### src/rtl/unidad_control_pipe_if.sv
`default_nettype none
// ============================================================================
// Module   : unidad_control_pipe_if
// Brief    : ID-stage inputs and per-stage control outputs of the pipelined
//            control unit, bundled for the decoder and its driver.
// Revision : 1.0 - initial release
// ============================================================================
interface unidad_control_pipe_if #(
    parameter int OPW  = 5,
    parameter int ALUW = 3,
    parameter int ILLW = 8
);
    logic [OPW-1:0]  OPCODE;
    logic [ALUW-1:0] ALUOP;
    logic            id_valid;
    logic            stall;
    logic            flush;

    logic            ex_valid;
    logic            mem_valid;
    logic            wb_valid;
    logic [ALUW-1:0] ex_ALUSignal;
    logic            ex_OpbSelect;
    logic            ex_Branch;
    logic            mem_WE;
    logic            mem_SelectMem;
    logic            mem_DataInputS;
    logic            mem_DataInputON;
    logic            wb_RWrite;
    logic            wb_SelectMem;
    logic            ex_illegal;
    logic [ILLW-1:0] illegal_count;

    modport master (
        output OPCODE, ALUOP, id_valid, stall, flush,
        input  ex_valid, mem_valid, wb_valid, ex_ALUSignal, ex_OpbSelect,
               ex_Branch, mem_WE, mem_SelectMem, mem_DataInputS,
               mem_DataInputON, wb_RWrite, wb_SelectMem, ex_illegal,
               illegal_count
    );

    modport slave (
        input  OPCODE, ALUOP, id_valid, stall, flush,
        output ex_valid, mem_valid, wb_valid, ex_ALUSignal, ex_OpbSelect,
               ex_Branch, mem_WE, mem_SelectMem, mem_DataInputS,
               mem_DataInputON, wb_RWrite, wb_SelectMem, ex_illegal,
               illegal_count
    );
endinterface
`default_nettype wire

### src/rtl/unidad_control_pipe.sv
`default_nettype none
// ============================================================================
// Module   : unidad_control_pipe
// Brief    : Pipelined control decoder: decodes in ID and carries the control
//            bundle through EX/MEM/WB with stall, flush and illegal tracking.
// Revision : 1.0 - initial release
// ============================================================================
module unidad_control_pipe #(
    parameter int OPW  = 5,
    parameter int ALUW = 3,
    parameter int ILLW = 8
) (
    input  wire logic            clk,
    input  wire logic            rst,
    unidad_control_pipe_if.slave cu
);
    localparam logic [OPW-1:0] c_OP_RTYPE = OPW'(0);
    localparam logic [OPW-1:0] c_OP_ITYPE = OPW'(1);
    localparam logic [OPW-1:0] c_OP_LOAD  = OPW'(2);
    localparam logic [OPW-1:0] c_OP_STORE = OPW'(3);
    localparam logic [OPW-1:0] c_OP_BRAN  = OPW'(4);
    localparam logic [OPW-1:0] c_OP_INPUT = OPW'(5);

    logic [ALUW-1:0] w_alu;
    logic w_rw, w_sel, w_opb, w_we, w_br, w_dis, w_dion, w_ill;
    logic w_accept;

    logic [ALUW-1:0] r_ex_alu;
    logic r_ex_valid, r_ex_opb, r_ex_br, r_ex_we, r_ex_sel, r_ex_dis, r_ex_dion;
    logic r_ex_rw, r_ex_ill;
    logic r_mem_valid, r_mem_we, r_mem_sel, r_mem_dis, r_mem_dion, r_mem_rw;
    logic r_wb_valid, r_wb_rw, r_wb_sel;
    logic [ILLW-1:0] r_ill_cnt;

    always_comb begin
        w_alu  = '0;
        w_rw   = 1'b0;
        w_sel  = 1'b0;
        w_opb  = 1'b0;
        w_we   = 1'b0;
        w_br   = 1'b0;
        w_dis  = 1'b0;
        w_dion = 1'b0;
        w_ill  = 1'b0;
        case (cu.OPCODE)
            c_OP_RTYPE: begin w_rw = 1'b1; w_alu = cu.ALUOP; end
            c_OP_ITYPE: begin w_rw = 1'b1; w_opb = 1'b1; w_alu = cu.ALUOP; end
            c_OP_LOAD:  begin w_rw = 1'b1; w_sel = 1'b1; w_opb = 1'b1; end
            c_OP_STORE: begin w_we = 1'b1; w_opb = 1'b1; end
            c_OP_BRAN:  begin w_br = 1'b1; w_alu = ALUW'(1); end
            c_OP_INPUT: begin w_rw = 1'b1; w_dis = 1'b1; w_dion = 1'b1; end
            default:    w_ill = 1'b1;
        endcase
    end

    // Stall, flush and empty ID all turn the new EX entry into a bubble.
    assign w_accept = cu.id_valid && !cu.stall && !cu.flush;

    always_ff @(posedge clk) begin
        if (rst) begin
            r_ex_valid  <= 1'b0;
            r_ex_alu    <= '0;
            r_ex_opb    <= 1'b0;
            r_ex_br     <= 1'b0;
            r_ex_we     <= 1'b0;
            r_ex_sel    <= 1'b0;
            r_ex_dis    <= 1'b0;
            r_ex_dion   <= 1'b0;
            r_ex_rw     <= 1'b0;
            r_ex_ill    <= 1'b0;
            r_mem_valid <= 1'b0;
            r_mem_we    <= 1'b0;
            r_mem_sel   <= 1'b0;
            r_mem_dis   <= 1'b0;
            r_mem_dion  <= 1'b0;
            r_mem_rw    <= 1'b0;
            r_wb_valid  <= 1'b0;
            r_wb_rw     <= 1'b0;
            r_wb_sel    <= 1'b0;
            r_ill_cnt   <= '0;
        end else begin
            r_wb_valid <= r_mem_valid;
            r_wb_rw    <= r_mem_rw;
            r_wb_sel   <= r_mem_sel;

            // A taken branch kills the instruction in EX before it reaches MEM.
            if (cu.flush) begin
                r_mem_valid <= 1'b0;
                r_mem_we    <= 1'b0;
                r_mem_sel   <= 1'b0;
                r_mem_dis   <= 1'b0;
                r_mem_dion  <= 1'b0;
                r_mem_rw    <= 1'b0;
            end else begin
                r_mem_valid <= r_ex_valid;
                r_mem_we    <= r_ex_we;
                r_mem_sel   <= r_ex_sel;
                r_mem_dis   <= r_ex_dis;
                r_mem_dion  <= r_ex_dion;
                r_mem_rw    <= r_ex_rw;
            end

            r_ex_valid <= w_accept;
            r_ex_alu   <= w_accept ? w_alu : '0;
            r_ex_opb   <= w_accept && w_opb;
            r_ex_br    <= w_accept && w_br;
            r_ex_we    <= w_accept && w_we;
            r_ex_sel   <= w_accept && w_sel;
            r_ex_dis   <= w_accept && w_dis;
            r_ex_dion  <= w_accept && w_dion;
            r_ex_rw    <= w_accept && w_rw;
            r_ex_ill   <= w_accept && w_ill;

            if (w_accept && w_ill && !(&r_ill_cnt))
                r_ill_cnt <= r_ill_cnt + 1'b1;
        end
    end

    assign cu.ex_valid        = r_ex_valid;
    assign cu.ex_ALUSignal    = r_ex_alu;
    assign cu.ex_OpbSelect    = r_ex_opb;
    assign cu.ex_Branch       = r_ex_br;
    assign cu.ex_illegal      = r_ex_ill;
    assign cu.mem_valid       = r_mem_valid;
    assign cu.mem_WE          = r_mem_we;
    assign cu.mem_SelectMem   = r_mem_sel;
    assign cu.mem_DataInputS  = r_mem_dis;
    assign cu.mem_DataInputON = r_mem_dion;
    assign cu.wb_valid        = r_wb_valid;
    assign cu.wb_RWrite       = r_wb_rw;
    assign cu.wb_SelectMem    = r_wb_sel;
    assign cu.illegal_count   = r_ill_cnt;
endmodule
`default_nettype wire

### src/flat_wrapper.sv
// flat-port wrapper written by rule: the top's interface ports become plain ports
module unidad_control_pipe_flat 
#(
    parameter int OPW  = 5,
    parameter int ALUW = 3,
    parameter int ILLW = 8
)
  (clk, rst, cu_OPCODE, cu_ALUOP, cu_id_valid, cu_stall, cu_flush, cu_ex_valid, cu_mem_valid, cu_wb_valid, cu_ex_ALUSignal, cu_ex_OpbSelect, cu_ex_Branch, cu_mem_WE, cu_mem_SelectMem, cu_mem_DataInputS, cu_mem_DataInputON, cu_wb_RWrite, cu_wb_SelectMem, cu_ex_illegal, cu_illegal_count);
  unidad_control_pipe_if #(.OPW(OPW), .ALUW(ALUW), .ILLW(ILLW)) cu_i ();
  input  wire logic clk;
  input  wire logic rst;
  input wire logic [$bits(cu_i.OPCODE)-1:0] cu_OPCODE;
  input wire logic [$bits(cu_i.ALUOP)-1:0] cu_ALUOP;
  input wire logic [$bits(cu_i.id_valid)-1:0] cu_id_valid;
  input wire logic [$bits(cu_i.stall)-1:0] cu_stall;
  input wire logic [$bits(cu_i.flush)-1:0] cu_flush;
  output wire logic [$bits(cu_i.ex_valid)-1:0] cu_ex_valid;
  output wire logic [$bits(cu_i.mem_valid)-1:0] cu_mem_valid;
  output wire logic [$bits(cu_i.wb_valid)-1:0] cu_wb_valid;
  output wire logic [$bits(cu_i.ex_ALUSignal)-1:0] cu_ex_ALUSignal;
  output wire logic [$bits(cu_i.ex_OpbSelect)-1:0] cu_ex_OpbSelect;
  output wire logic [$bits(cu_i.ex_Branch)-1:0] cu_ex_Branch;
  output wire logic [$bits(cu_i.mem_WE)-1:0] cu_mem_WE;
  output wire logic [$bits(cu_i.mem_SelectMem)-1:0] cu_mem_SelectMem;
  output wire logic [$bits(cu_i.mem_DataInputS)-1:0] cu_mem_DataInputS;
  output wire logic [$bits(cu_i.mem_DataInputON)-1:0] cu_mem_DataInputON;
  output wire logic [$bits(cu_i.wb_RWrite)-1:0] cu_wb_RWrite;
  output wire logic [$bits(cu_i.wb_SelectMem)-1:0] cu_wb_SelectMem;
  output wire logic [$bits(cu_i.ex_illegal)-1:0] cu_ex_illegal;
  output wire logic [$bits(cu_i.illegal_count)-1:0] cu_illegal_count;
  assign cu_i.OPCODE = cu_OPCODE;
  assign cu_i.ALUOP = cu_ALUOP;
  assign cu_i.id_valid = cu_id_valid;
  assign cu_i.stall = cu_stall;
  assign cu_i.flush = cu_flush;
  assign cu_ex_valid = cu_i.ex_valid;
  assign cu_mem_valid = cu_i.mem_valid;
  assign cu_wb_valid = cu_i.wb_valid;
  assign cu_ex_ALUSignal = cu_i.ex_ALUSignal;
  assign cu_ex_OpbSelect = cu_i.ex_OpbSelect;
  assign cu_ex_Branch = cu_i.ex_Branch;
  assign cu_mem_WE = cu_i.mem_WE;
  assign cu_mem_SelectMem = cu_i.mem_SelectMem;
  assign cu_mem_DataInputS = cu_i.mem_DataInputS;
  assign cu_mem_DataInputON = cu_i.mem_DataInputON;
  assign cu_wb_RWrite = cu_i.wb_RWrite;
  assign cu_wb_SelectMem = cu_i.wb_SelectMem;
  assign cu_ex_illegal = cu_i.ex_illegal;
  assign cu_illegal_count = cu_i.illegal_count;
  unidad_control_pipe #(.OPW(OPW), .ALUW(ALUW), .ILLW(ILLW)) u_core (.clk(clk), .rst(rst), .cu(cu_i));
endmodule
### config.mk
export PLATFORM = sky130hd
export DESIGN_NAME = unidad_control_pipe_flat
export DESIGN_NICKNAME = d
export VERILOG_FILES = /design/src/rtl/unidad_control_pipe_if.sv /design/src/rtl/unidad_control_pipe.sv /design/src/flat_wrapper.sv
export SDC_FILE = /design/constraint.sdc
export NUM_CORES = 1
export LEC_CHECK = 0
export ABC_CLOCK_PERIOD_IN_PS = 1300
export CAP_MARGIN = 25
export CORE_MARGIN = 2
export CORE_UTILIZATION = 38
export DETAILED_ROUTE_END_ITERATION = 8
export PLACE_DENSITY = 0.73
export SETUP_SLACK_MARGIN = 0.05
export SLEW_MARGIN = 20
export SYNTH_ARGS = -nofsm -noshare
export SYNTH_HDL_FRONTEND = slang
export SYNTH_SLANG_ARGS = --single-unit
### constraint.sdc
create_clock -name clk -period 1.3 [get_ports clk]
set_input_delay 0.26 -clock clk [delete_from_list [all_inputs] [get_ports clk]]
set_output_delay 0.26 -clock clk [all_outputs]
set_load 0.01 [all_outputs]
==> results_tabular.tex <==
\begin{tabular}{lr}
\hline
Metric & Value \\
\hline
\multicolumn{2}{l}{\textbf{Status}} \\
Status & finished with violations \\
Violated checks & setup timing \\
\multicolumn{2}{l}{\textbf{Logic synthesis}} \\
Number of synthesized flops with an enable pin & 0 \\
Compound-cell area share of the yosys netlist & under 10\% \\
Synth Instances & 95 \\
Synth Area in XOR/XNOR & less than 1\% \\
Unique cell type count in the Yosys netlist & 30 \\
Yosys warning total & 0 \\
Area share of fa/ha/maj cells after synthesis & $\sim$1.3\% \\
Most used flip-flop cell after synthesis & dfxtp\_1 \\
Ys async rst share & 0\% \\
Cell area after technology mapping & 969.7 um\^{}2 \\
Multiplexer fraction of the synthesized cell area & 1.032\% \\
Seq cells post-synth & 27 \\
Sequential element share of the synthesized area & a little under three fifths \\
Post-Syn Nets & roughly 110 \\
Largest family of logic cells by synthesized area & simple AND/OR/NAND/NOR gates \\
Average cell area after synthesis & $\sim$10 um\^{}2 \\
Fraction of the mapped netlist area in simple logic gates & between 20\% and 30\% \\
\multicolumn{2}{l}{\textbf{Pwr}} \\
Pwr Density & roughly 850 mW/mm\^{}2 \\
Worst voltage drop across the vdd grid & approximately 0.6 mV \\
Static Leak & around 0.66 nW \\
PnR Total Power & roughly 0.0013 W \\
\multicolumn{2}{l}{\textbf{Final layout}} \\
Final cell area excluding filler cells & about 0.0015 mm\^{}2 \\
Post-layout nets & $\sim$160 \\
Number of fill cells in the layout & roughly 220 \\
Most frequent cells in the layout & dlygate4sd2\_1 (21), dfxtp\_1 (21), buf\_4 (15), nor2\_1 (9), nand2\_1 (6) \\
P\&R area growth vs syn & 56.65\% \\
Final core utilization & $\sim$62\% \\
Diodes inserted & 0 \\
Ratio of cells with drive above 1 in the final layout & 28.57\% \\
Number of flip-flops under the largest register name & 8 \\
Area occupied by registers & 555.5 um\^{}2 \\
Combined area of the multi-input logic cells & approximately 450 um\^{}2 \\
\multicolumn{2}{l}{\textbf{Job}} \\
Max cap viols & 0 \\
\multicolumn{2}{l}{\textbf{Timing}} \\
Fmax & 709.5 MHz \\
Final critical-path required period & $\sim$1.4 ns \\
Final setup fails & 7 \\
Endpoints failing hold & 0 \\
RSZ-0062 raised after global routing & true \\
Number of max-slew violations in the final report & 0 \\
Clock skew & $\sim$0.0046 ns \\
Worst hold margin & between 0.2 and 0.3 ns \\
Post-route worst setup slack & -0.1095 ns \\
Slew HR & 82.87\% \\
Period Utilization, post-route & 108.4\% \\
Transition time of the tightest slew-check pin & about 0.25 ns \\
\multicolumn{2}{l}{\textbf{Worst setup path}} \\
Endpoint class of the critical path & flip-flop \\
Arrival time at the worst endpoint & 1.67 ns \\
Crit path launch type & flip-flop \\
Worst setup path class & flip-flop to flip-flop \\
Largest fanout of any net on the critical path & 5 \\
WP data required & 1.56 ns \\
Worst Reg2Reg Path Length in Cells & 5 \\
\multicolumn{2}{l}{\textbf{Global routing}} \\
Gr usage total & between 15 and 20\% \\
Maximum number of pins on one net before global-route repair & 15 \\
Number of antenna violations at the first check in global routing & 0 \\
Global route overflow & 0 \\
Number of global-route vias before repair & 891 \\
Wire length of the first global-routing pass & 3650 um \\
\multicolumn{2}{l}{\textbf{Drt}} \\
Total wire length after detailed routing & 2266 um \\
Mean routed wirelength per cell & $\sim$13 um \\
Count of vias placed by the detailed router & just under 900 \\
1st-pass router iterations & 4 \\
Via-to-Cell Ratio & 4.960 \\
Final ANT Viol Nets & 0 \\
DRC violations left & 0 \\
Initial DRC count & 4 \\
\multicolumn{2}{l}{\textbf{Clocking}} \\
Clock sinks & 27 \\
Hold-fix buffer count after cts & 0 \\
CTS HTree Levels & 1 \\
Insertion delay of the later-clocked pin in the worst-skew pair & approximately 0.31 ns \\
Clk slew on worst S/H paths & 0.13 ns \\
Maximum clock path buffer count & 2 \\
Clock Tree Root & clkbuf\_4 \\
CTS tree & yes \\
Number of buffers created by CTS & 3 \\
\multicolumn{2}{l}{\textbf{Floorplan}} \\
Die Ht & between 50 and 60 um \\
CORE AREA & $\sim$0.0025 mm\^{}2 \\
Row count & 18 \\
DIE WIDTH & 54.52 um \\
DIE AREA & 0.002972 mm\^{}2 \\
I/O pin count & 36 \\
Starting utilization of the core area & roughly two fifths \\
\multicolumn{2}{l}{\textbf{Place}} \\
Area after detailed placement & $\sim$0.0015 mm\^{}2 \\
Routability congestion estimate & just over 0.9 \\
Hpwl dp & approximately 1800 um \\
Total of buffers placed on input and output ports & 35 \\
\multicolumn{2}{l}{\textbf{Min path}} \\
Hold path cells & 3 \\
Tightest Hold Check Type & input port to flip-flop \\
\hline
\end{tabular}
final cells by class:
cell class,count,area share [%]
inverter,2,0.4942
sequential,27,36.57
multi-input combinational,62,29.74
clock buffer,4,1.730
tap,30,2.471
timing repair buffer,52,28.99
per-layer routing:
layer	vias to the layer above	GRT usage (%)	part of all wire, %
li1	435	-	-
met1	406	17.63	40
met2	31	33.73	53
met3	6	3.005	5.1
met4	0	6.667	2.4
met5	-	0	0
report_power, final:
part | internal [W] | switching (W)
Sequential | 0.000828 | 0.00000286
Combinational | 0.0000660 | 0.0000562
Clock | 0.000120 | 0.000218
critical path, stage by stage, from the launching register on:
cell      delay [ns]
dfxtp_4         0.37
ha_4            0.16
nand3_2         0.09
o211ai_4        0.11
or4_4           0.49
a21oi_2         0.13
repair_timing:
action                                 4_1_cts  5_1_grt
cloned                                       1        0
pin swaps                                    7        2
setup buffers                                0        0
gates resized for setup                     45       14
setup endpoints to repair                   40       23
endpoints found under the hold margin        0        0
stage by stage:
| step | setup slack (ns) | TNS, ns | cells |
|---|---|---|---|
| after global placement | -0.4786 | -7.212 | 172 |
| after detailed placement | -0.5383 | -8.147 | 172 |
| after global routing | -0.1710 | -0.9511 | 177 |
| final | -0.1095 | -0.4202 | 177 |
| after floorplan | -0.02779 | -0.02921 | 95 |
| after CTS | -0.1182 | -0.3390 | 177 |
path summary, 6_finish.rpt:
check,from,to,slack [ns]
setup / recovery,u_core.cu.illegal_count[1],u_core.cu.illegal_count[5],-0.11
hold reg to reg,u_core.r_ex_dis,u_core.cu.mem_DataInputS,0.44
hold / removal,cu_flush,u_core.cu.ex_valid,0.28
setup reg to reg,u_core.cu.illegal_count[1],u_core.cu.illegal_count[5],-0.11
logic make-up (layout without fill, tap and decap cells):
group                    count (synthesis)  in the layout
XOR/XNOR                                 1              1
AO/OA/AOI/OAI                           14             14
buffers and inverters                    6             58
multiplexers                             1              1
adder cells (fa/ha/maj)                  1              1
flip-flops                              27             27
AND/OR/NAND/NOR                         45             45
synthesized netlist by cell type, types with 3 or more instances:
master	n	area (um^2)
or3_1	3	18.77
nand3_1	3	15.01
nor3_1	3	15.01
and2_1	5	31.28
dfxtp_1	27	540.5
a21oi_1	6	30.03
nand2_1	6	22.52
nor2b_1	3	18.77
o21ai_0	3	15.01
nor2_1	9	33.78
Note: power is estimated with default switching activity, not from simulation.
